$ cat config.mk
export PLATFORM = sky130hd
export DESIGN_NAME = regfile_wb_queue
export DESIGN_NICKNAME = d
export VERILOG_FILES = /design/src/rtl/regfile_wb_queue.sv
export SDC_FILE = /design/constraint.sdc
export NUM_CORES = 1
export LEC_CHECK = 0
export ABC_CLOCK_PERIOD_IN_PS = 6100
export CORE_ASPECT_RATIO = 1.2
export CORE_UTILIZATION = 50
export CTS_CLUSTER_SIZE = 28
export DETAILED_ROUTE_END_ITERATION = 16
export GPL_TIMING_DRIVEN = 0
export HOLD_SLACK_MARGIN = 0.08
export PLACE_DENSITY = 0.77
export SYNTH_ARGS = -nofsm -noshare
export SYNTH_HDL_FRONTEND = slang
export SYNTH_SLANG_ARGS = --single-unit
$ cat constraint.sdc
create_clock -name clk -period 6.1 [get_ports clk]
set_input_delay 1.22 -clock clk [delete_from_list [all_inputs] [get_ports clk]]
set_output_delay 1.22 -clock clk [all_outputs]
set_load 0.05 [all_outputs]
$ cat src/rtl/regfile_wb_queue.sv
// Write-back queue that sits directly in front of the multi-ported register file.
// It takes in-order write-back requests from the execute stage, one per cycle.
// Each cycle it drains up to N_WRITE_PORTS of the oldest entries onto the write ports.
// Two writes to the same register never issue in the same cycle.
// A youngest-match lookup lets the read stage forward data that is still queued.
// Optional feature: define WB_BYPASS_EN for a zero-latency bypass into an empty queue.
// In the default build, every request passes through the FIFO.
module regfile_wb_queue #(
  parameter int N_REGS        = 32,
  parameter int DATA_WIDTH    = 32,
  parameter int N_WRITE_PORTS = 2,
  parameter int DEPTH         = 8,
  localparam int ADDR_WIDTH   = $clog2(N_REGS),
  localparam int CNT_WIDTH    = $clog2(DEPTH) + 1
) (
  input  logic                                      clk,
  input  logic                                      rst,
  input  logic                                      inValid,
  output logic                                      inReady,
  input  logic [ADDR_WIDTH-1:0]                     inAddr,
  input  logic [DATA_WIDTH-1:0]                     inData,
  input  logic                                      stall,
  output logic                                      en,
  output logic [N_WRITE_PORTS-1:0]                  we,
  output logic [N_WRITE_PORTS-1:0][ADDR_WIDTH-1:0]  wAddrs,
  output logic [N_WRITE_PORTS-1:0][DATA_WIDTH-1:0]  wPorts,
  input  logic [ADDR_WIDTH-1:0]                     qAddr,
  output logic                                      qHit,
  output logic [DATA_WIDTH-1:0]                     qData,
  output logic [CNT_WIDTH-1:0]                      count
);

  localparam int PTR_WIDTH = $clog2(DEPTH);

  logic [ADDR_WIDTH-1:0] memAddr [DEPTH];
  logic [DATA_WIDTH-1:0] memData [DEPTH];
  logic [PTR_WIDTH-1:0]  head;
  logic [PTR_WIDTH-1:0]  tail;
  logic [CNT_WIDTH-1:0]  popCount;
  logic                  bypass;
  logic                  push;

  // Back-pressure depends only on the registered count, so same-cycle draining never frees a slot.
  assign inReady = (count < CNT_WIDTH'(DEPTH));

`ifdef WB_BYPASS_EN
  assign bypass = inValid && !stall && (count == '0);
`else
  assign bypass = 1'b0;
`endif

  // A bypassed request goes straight to port 0 and is never enqueued.
  assign push = inValid && inReady && !bypass;
  assign en   = |we;

  // Drain selection takes the oldest contiguous run of entries.
  // The run stops at the occupancy, at the port count, or at the first repeated address.
  always_comb begin
    logic                 stop;
    logic [PTR_WIDTH-1:0] idx;
    // NOTE: every output of this block gets a default first, so no path can infer a latch.
    we       = '0;
    wAddrs   = '0;
    wPorts   = '0;
    popCount = '0;
    stop     = stall;
    idx      = head;
    for (int i = 0; i < N_WRITE_PORTS; i++) begin
      idx       = head + PTR_WIDTH'(i);
      wAddrs[i] = memAddr[idx];
      wPorts[i] = memData[idx];
      if (CNT_WIDTH'(i) >= count) stop = 1'b1;
      for (int p = 0; p < i; p++) begin
        if (memAddr[head + PTR_WIDTH'(p)] == memAddr[idx]) stop = 1'b1;
      end
      if (!stop) begin
        we[i]    = 1'b1;
        popCount = popCount + 1'b1;
      end
    end
    if (bypass) begin
      we[0]     = 1'b1;
      wAddrs[0] = inAddr;
      wPorts[0] = inData;
    end
  end

  // Forwarding lookup scans from oldest to youngest, so the youngest match overrides earlier ones.
  always_comb begin
    logic [PTR_WIDTH-1:0] fIdx;
    qHit  = 1'b0;
    qData = '0;
    fIdx  = head;
    for (int i = 0; i < DEPTH; i++) begin
      fIdx = head + PTR_WIDTH'(i);
      if ((CNT_WIDTH'(i) < count) && (memAddr[fIdx] == qAddr)) begin
        qHit  = 1'b1;
        qData = memData[fIdx];
      end
    end
  end

  // Pointer, occupancy and storage update: push at the tail and pop the drained entries at the head.
  always_ff @(posedge clk or negedge rst) begin
    if (!rst) begin
      head  <= '0;
      tail  <= '0;
      count <= '0;
      // NOTE: storage is reset on purpose so the idle head-window drives zeros onto the write ports.
      for (int i = 0; i < DEPTH; i++) begin
        memAddr[i] <= '0;
        memData[i] <= '0;
      end
    end else begin
      // NOTE: non-blocking assignments, so every update below uses this cycle's values.
      if (push) begin
        memAddr[tail] <= inAddr;
        memData[tail] <= inData;
        tail          <= tail + 1'b1;
      end
      head  <= head + popCount[PTR_WIDTH-1:0];
      count <= count + CNT_WIDTH'(push) - popCount;
    end
  end

endmodule

== After elaboration in Yosys (flattened, before gate mapping) ==
Cells that the tools add are included.

* Flip-flop bits (word level): 306
* Input port bits: 46
* Output and inout port bits: 115
* Logic and storage cells: 158

* $add $sub $neg: 12
* Magnitude comparators: 21
* Equality and inequality tests: 9
* Mux-type cells: 77
* Bitwise operators: 9
* Reductions and logical operators: 11

{| class="wikitable"
|+ Operator list
! kind !! count
|-
| $mux W32 || 25
|-
| $bmux W32 S3 || 8
|-
| $bwmux W256 || 1
|-
| $bmux W5 S3 || 8
|-
| $demux W32 S3 || 1
|-
| $mux W5 || 17
|-
| $eq A5 B5 Y1 || 9
|-
| $bwmux W40 || 1
|-
| $ge A4 B4 Y1 const B || 9
|-
| $not A3 Y4 || 9
|-
| $lt A3 B4 Y1 const A || 4
|-
| $demux W5 S3 || 1
|-
| $mux W1 || 14
|-
| $add A3 B3 Y3 const B || 4
|-
| $logic_and A1 B1 Y1 || 10
|-
| $ge A1 B4 Y1 const A || 2
|-
| $lt A1 B4 Y1 const A || 2
|-
| $lt A2 B4 Y1 const A || 2
|-
| $add A3 B1 Y3 const B || 2
|-
| $add A3 B2 Y3 const B || 2
|-
| $add A4 B1 Y4 || 1
|-
| $add A4 B1 Y4 const B || 1
|-
| $lt A4 B1 Y1 const B || 1
|-
| $lt A4 B4 Y1 const B || 1
|-
| 4 further kinds || 4
|}

== Depth between registers and ports, before layout ==
Gate-level depths: netlist of run 1.

* Depth in word-level cells: 14
* Depth in mapped cells: 22
* Mapped depth without buffers: 16

== Worst setup path before layout of run 1 ==
OpenSTA, ideal clock, no wires.

* Path type: register -> output
* Start: register head[1]
* End: output port qData[15]
* Arrival time: 5.293 ns
* Required time: 4.880 ns
* Slack: -0.413 ns
* Stages on the path, launching flop included: 19
* Path buffers: 9
* Cell sequence: dfrtp_1 -> buf_4 -> buf_2 -> buf_2 -> buf_1 -> buf_1 -> inv_1 -> ha_1 -> buf_4 -> buf_2 -> buf_2 -> buf_2 -> mux4_2 -> nand2_1 -> nand2_1 -> nand3_1 -> o311ai_0 -> a211oi_1 -> o21ai_0

{| class="wikitable"
|+ RTL lines
! element !! RTL line !! RTL
|-
| from (decl) || 37 || <nowiki>logic [PTR_WIDTH-1:0] head;</nowiki>
|-
| from (signal assigned) || 121 || <nowiki>head <= head + popCount[PTR_WIDTH-1:0];</nowiki>
|-
| to (decl) || 29 || <nowiki>output logic [DATA_WIDTH-1:0] qData,</nowiki>
|}

== Worst setup path after layout of run 1 ==
* Start: register head[0]
* End: output port qData[5]

* Word-level cells in the longest chain between the ends: 14
* Elaborated cells on any way between the ends: 87
* Classes of those cells: add/sub: 7; eq/ne: 8; mux: 56; bitwise: 8; reduce/logical: 8

{| class="wikitable"
|+ RTL lines
! element !! RTL line !! RTL
|-
| $add A3 B1 Y3 or $not A3 Y4 (tied branches) || 95, 96, 98 ||
|-
| $not A3 Y4 (not written as such) or $bmux W5 S3 (tied branches) || 96, 98 ||
|-
| $bmux W5 S3 or $mux W5 (tied branches) || 96 || <nowiki>if ((CNT_WIDTH'(i) < count) && (memAddr[fIdx] == qAddr)) begin</nowiki>
|-
| $mux W5 (not written as such) || 96 ||
|-
| $mux W5 (not written as such) or $eq A5 B5 Y1 (tied branches) || 96 ||
|-
| $eq A5 B5 Y1 or $logic_and A1 B1 Y1 (tied branches) || 96 ||
|-
| $logic_and A1 B1 Y1 or $mux W32 (tied branches) || 96 ||
|-
| $mux W32 (6 in series) || 96 ||
|-
| $mux W32 * || 96 ||
|}

Every way passes the cells marked *; elsewhere a longest branch is shown, timed or not. The select of a mux whose other input is x is not followed.

==> impl_metrics.yaml, run 1 <==
outcome:
  status: "finished clean"
timing:
  fmax_mhz: 165.7
  hold_viol: 0
  finalCriticalPeriod_ns: 6.033
  maxSlewHeadroom_pct: 7.223
  setup_viol: 0
  timing.final.ws_setup_ns: 0.06658
  fin_crit_sh_pct: 98.91
  finClkSkew_ns: 0.03028
  tightest_slew_ns: 1.392
  finalMaxSlewViolations: 0
final_layout:
  multi_input_area_mm2: 0.01698
  antennaDiodeCount: 0
  syn_to_final_growth_pct: 16.61
  nNetsFinal: 2335
  drive_above_1_share_pct: 41.06
  regArea_mm2: 0.007657
  nFillCells: 4069
synthesis:
  yosys-top-cells-area: "dfrtp_1 (30%), mux4_2 (26%), mux2_2 (15%), mux2i_1 (8.4%), nand2_1 (1.9%)"
  synth_top_area_cell: "dfrtp_1"
  ys_types: 56
  seq_area_frac_synth_pct: 30.04
  yosysWarnings: 0
  yosys_most_used_dff: "dfrtp_1"
  synth_fp_nets: 2120
  synthesis.area_mm2: 0.02549
  syn_avg_cell_area_um2: 12.37
  synth-edff-count: 0
  async_flop_share_pct: 100.0
  synthCells: 2060
  synth_seq_cells: 306
  synth_top_area_share_pct: 30.04
floorplanning:
  rows: 90
  die-area_mm2: 0.05189
  die_x_um: 208.1
  core_area_mm2: 0.05034
  io-pin-count: 161
  dieHeight_um: 249.3
  floorplan.initialDensity_pct: 50.64
place:
  place_ws_ns: -2.425
  dp_hpwl_um: 69590
  gp_routability_congestion: 1.012
  io_buffers: 157
worst_setup_path:
  endpoint_kind: "output port"
  cp.required_ns: 4.88
  critPathKind: "register to output port"
  arrival_ns: 4.81
  path_max_fanout: 10
  start_kind: "register"
route:
  num_vias: 22190
  routedWlPerCell_um: 34.48
  antenna_left: 0
  vias_per_cell: 7.527
  firstDrtPassIters: 9
  drcViolationCount: 0
  totalWireLength_um: 101600
  first_iter_violations: 2807
global_routing:
  antenna_found_initial: 2
  grt_max_degree: 125
  track_usage_pct: 39.17
  grt_pass1_vias: 22230
  grt_pass1_wl_um: 147800
  grt_overflow: 0
clocking:
  cts_made_buffers: 38
  postCtsHoldBufs: 0
  cts_buffer_depth: 3
  cts-root-buf: "clkbuf_16"
  cts_sinks: 306
  clock_latency_ns: 0.59
  cts_tree: "built"
  clk_pin_slew_ns: 0.06
  htreeDepth: 2
run:
  drv_cap: 0
worst_hold_path:
  hold_class: "register to register"
cells in the final DEF (no fill, tap or decap), drive strengths merged, types with 33 or more instances in the layout:
cell type / netlist / layout
a221oi: 33 / 33
buf: 115 / 165
clkbuf: 88 / 141
clkdlybuf4s50: 0 / 123
dfrtp: 306 / 306
mux2: 329 / 329
mux2i: 213 / 213
mux4: 290 / 290
nand2: 129 / 129
nand3: 76 / 76
nor2: 107 / 107
nor3: 35 / 35
o21ai: 97 / 97
worst max-delay path, cell delays in order (launching register included):
cell,delay [ns]
dfrtp_1,0.39
buf_6,0.17
buf_12,0.16
buf_12,0.17
clkinvlp_4,0.13
ha_4,0.33
buf_12,0.16
mux4_2,0.59
xnor2_2,0.30
nand2_2,0.11
a2111oi_4,0.40
o211ai_1,0.20
clkbuf_8,0.23
buf_4,0.21
o21ai_0,0.12
a211oi_1,0.09
o21ai_2,0.26
buf_6,0.21
cell type report:
class	count	share of cell area [%]
buffer	199	3.848
clock buffer	52	3.683
multi-input combinational	1534	57.14
sequential	306	25.76
timing repair buffer	179	5.788
clock inverter	17	0.8251
inverter	17	0.2399
tap	644	2.711
worst paths after layout:
path,from,end,slack (ns),depth (start not counted)
max reg2reg,head[1]$_DFF_PN0_,count[2]$_DFF_PN0_,1.25,17
min in group asynchronous,rst,memAddr[28]$_DFFE_PN0P_,0.66,1
max,head[0]$_DFF_PN0_,qData[5],0.07,17
min reg2reg,memData[107]$_DFFE_PN0P_,memData[107]$_DFFE_PN0P_,0.58,1
min,memData[107]$_DFFE_PN0P_,memData[107]$_DFFE_PN0P_,0.58,1
max in group asynchronous,rst,memData[76]$_DFFE_PN0P_,3.90,3
sequential cells by signal (all words and copies together) (netlist names):
register,cells
memAddr,40
head,3
memData,256
tail,3
count,4
per-layer routing:
| layer | share of wire, % | global-route usage (%) | wire, µm | vias to the layer above |
|---|---|---|---|---|
| met2 | 45 | 59.71 | 45980 | 1883 |
| met4 | 8.2 | 27.62 | 8324 | 2 |
| met1 | 34 | 46.35 | 34160 | 11166 |
| met5 | 0.014 | 0.2796 | 14 | - |
| met3 | 13 | 13.63 | 13160 | 567 |
| li1 | - | - | - | 8572 |
cell families after synthesis:
kind of cell	after synthesis	share of synthesized area, %
xor+xnor	55	2.008
fa+ha+maj	14	0.7461
compound gates	256	7.535
mux	832	48.53
flops	306	30.04
simple gates	377	7.039
buf+inv	220	4.094
per-stage QoR:
step	hold WS [ns]	cell area, µm²	instances	utilization, %	TNS [ns]
2_1_floorplan	0.5263	25490	2060	-	0
3_3_place_gp	0.5390	27870	2861	55.37	-2876.55
3_5_place_dp	0.5585	27950	2864	55.52	-120.43
4_1_cts	0.5725	29540	2942	58.68	0
5_1_grt	0.5930	29720	2948	59.05	-0.9263
6_report	0.5781	29720	2948	59.05	0
what timing repair did:
action	in CTS	in global routing
buffers inserted	10	9
pin swaps	12	20
endpoints found under the setup margin	75	34
resized for setup	277	62
gates cloned	0	0
endpoints found under the hold margin	0	0
synthesized netlist by cell type, types with 31 or more instances:
cell      number
mux2_2       329
dfrtp_1      306
mux4_2       289
mux2i_1      213
nand2_1      129
nor2_1       107
clkbuf_1      86
nand3_1       76
buf_2         69
o21ai_0       66
a221oi_1      33
o22a_1        32
o311ai_0      31
Power of run 1 is left out: the tool's default activity adds up to more than one toggle a clock period on the data nets, which glitch-free logic cannot reach.
==> run 2, diff against run 1 <==
- CAP_MARGIN: not set -> 30
- SETUP_SLACK_MARGIN: not set -> 0.3
==> impl_metrics.yaml, run 2 (synthesis results as in run 1) <==
worst_setup_path:
  crit_chain: "buf_6, buf_12, buf_12, buf_12, buf_12, clkinv_8, ha_4, buf_12, buf_12, mux4_2, mux2i_1, xnor2_1, a2111oi_4, o211ai_1, clkbuf_8, clkbuf_16, o21ai_0, a211oi_2, o21ai_2, buf_6"
  r2r_slack_ns: 1.27
  path_max_fanout: 8
  reg2reg_depth: 16
  critical_path_buf_inv_count: 11
  start_kind: "register"
  slowest_stage: "mux4_2"
  arrival_ns: 4.75
  critPathMaxStageDelay_ns: 0.53
  timing.rr.end: "count[2]$_DFF_PN0_"
  endpoint_kind: "output port"
  critPathKind: "register to output port"
  cp.required_ns: 4.88
  rr_startpoint: "head[0]$_DFF_PN0_"
  cp_common_cell: "buf_12"
  critPathTopFamily: "buffers and inverters"
worst_hold_path:
  hold_path_depth: 1
  worstHoldStart: "memData[75]$_DFFE_PN0P_"
  hold_class: "register to register"
  worst_hold_path.endpoint: "memData[75]$_DFFE_PN0P_"
route:
  vias_per_cell: 7.610
  totalWireLength_um: 99860
  first_iter_violations: 3511
  firstDrtPassIters: 8
  routedWlPerCell_um: 33.51
  antenna_left: 0
  drcViolationCount: 0
  num_vias: 22677
place:
  dp_hpwl_um: 67700
  place_ws_ns: -2.454
  gp_routability_congestion: 1.005
  io_buffers: 157
floorplanning:
  core_area_mm2: 0.05034
  io-pin-count: 161
  die-area_mm2: 0.05189
  rows: 90
  die_x_um: 208.1
  dieHeight_um: 249.3
  floorplan.initialDensity_pct: 50.64
timing:
  rsz0062_at_grt: "true"
  fmax_mhz: 167.6
  finalCriticalPeriod_ns: 5.966
  setup_viol: 0
  timing.final.ws_setup_ns: 0.1337
  hold_viol: 0
  finalMaxSlewViolations: 0
  maxSlewHeadroom_pct: 22.56
  fin_crit_sh_pct: 97.81
  tightest_slew_ns: 1.162
  finClkSkew_ns: 0.01263
final_layout:
  top_regs: "memData: 256 flops, memAddr: 40 flops, count: 4 flops"
  layout_common_cells: "mux2_2 (329), dfrtp_1 (306), mux4_2 (289)"
  syn_to_final_growth_pct: 21.64
  nFillCells: 3802
  nNetsFinal: 2370
  multi_input_area_mm2: 0.01746
  regArea_mm2: 0.007657
  largest_reg_flops: 256
  drive_above_1_share_pct: 45.82
  final_common_cell: "mux2_2"
  top_register: "memData"
global_routing:
  grt_overflow: 0
  grt_max_degree: 112
  grt_pass1_wl_um: 144400
  antenna_found_initial: 0
  grt_pass1_vias: 22935
  track_usage_pct: 37.54
run:
  drv_cap: 0
clocking:
  postCtsHoldBufs: 0
  cts_sinks: 306
  clk_pin_slew_ns: 0.07
  cts-root-buf: "clkbuf_16"
  cts_tree: "built"
  clock_latency_ns: 0.55
  cts_made_buffers: 34
  htreeDepth: 2
  cts_buffer_depth: 3
outcome:
  status: "finished clean"
-- run 2: worst max-delay path by stage --
stage,from,endpoint,slack (ns),cells past startpoint
after floorplan,head[1]$_DFF_PN0_,qData[10],0.26,18
after global placement,rst,memData[202]$_DFFE_PN0P_,-8.92,1
after detailed placement,head[1]$_DFF_PN0_,qData[30],-2.45,18
after CTS,head[1]$_DFF_PN0_,qData[30],0.28,21
after global routing,head[1]$_DFF_PN0_,qData[3],0.12,19
final,head[1]$_DFF_PN0_,qData[1],0.13,20
-- run 2: layout make-up --
class                      instances  area share, %
timing repair buffer             214          7.523
inverter                          17         0.2583
clock buffer                      43          3.253
buffer                           203          4.512
clock inverter                    18         0.8435
multi-input combinational       1534          56.31
tap                              644          2.599
antenna                            1       0.008071
sequential                       306          24.70
-- run 2: repair_timing --
action	in CTS	in global routing
endpoints found under the hold margin	0	0
buffers inserted	21	14
endpoints found under the setup margin	77	34
pin swaps	22	75
gates resized for setup	351	184
gates cloned	0	4
-- run 2: layer usage --
metal / routed length, µm / GRT usage (%) / up-vias
met3: 13350 / 11.80 / 717
li1: - / - / 8642
met5: 0 / 0 / -
met1: 32630 / 44.22 / 11194
met2: 44830 / 57.44 / 2124
met4: 9050 / 28.63 / 0
-- run 2: per-stage QoR --
| step | std cells | util (%) | hold slack [ns] | cell area (µm²) | setup TNS [ns] |
|---|---|---|---|---|---|
| after floorplan | 2060 | - | 0.5263 | 25620 | 0 |
| after global placement | 2861 | 55.62 | 0.5401 | 28000 | -2830.62 |
| after detailed placement | 2872 | 56.01 | 0.5603 | 28190 | -117.61 |
| after CTS | 2954 | 59.73 | 0.5768 | 30070 | 0 |
| after global routing | 2979 | 61.59 | 0.5947 | 31000 | 0 |
| final | 2980 | 61.59 | 0.5780 | 31000 | 0 |
Power of run 2 is left out for the same reason.
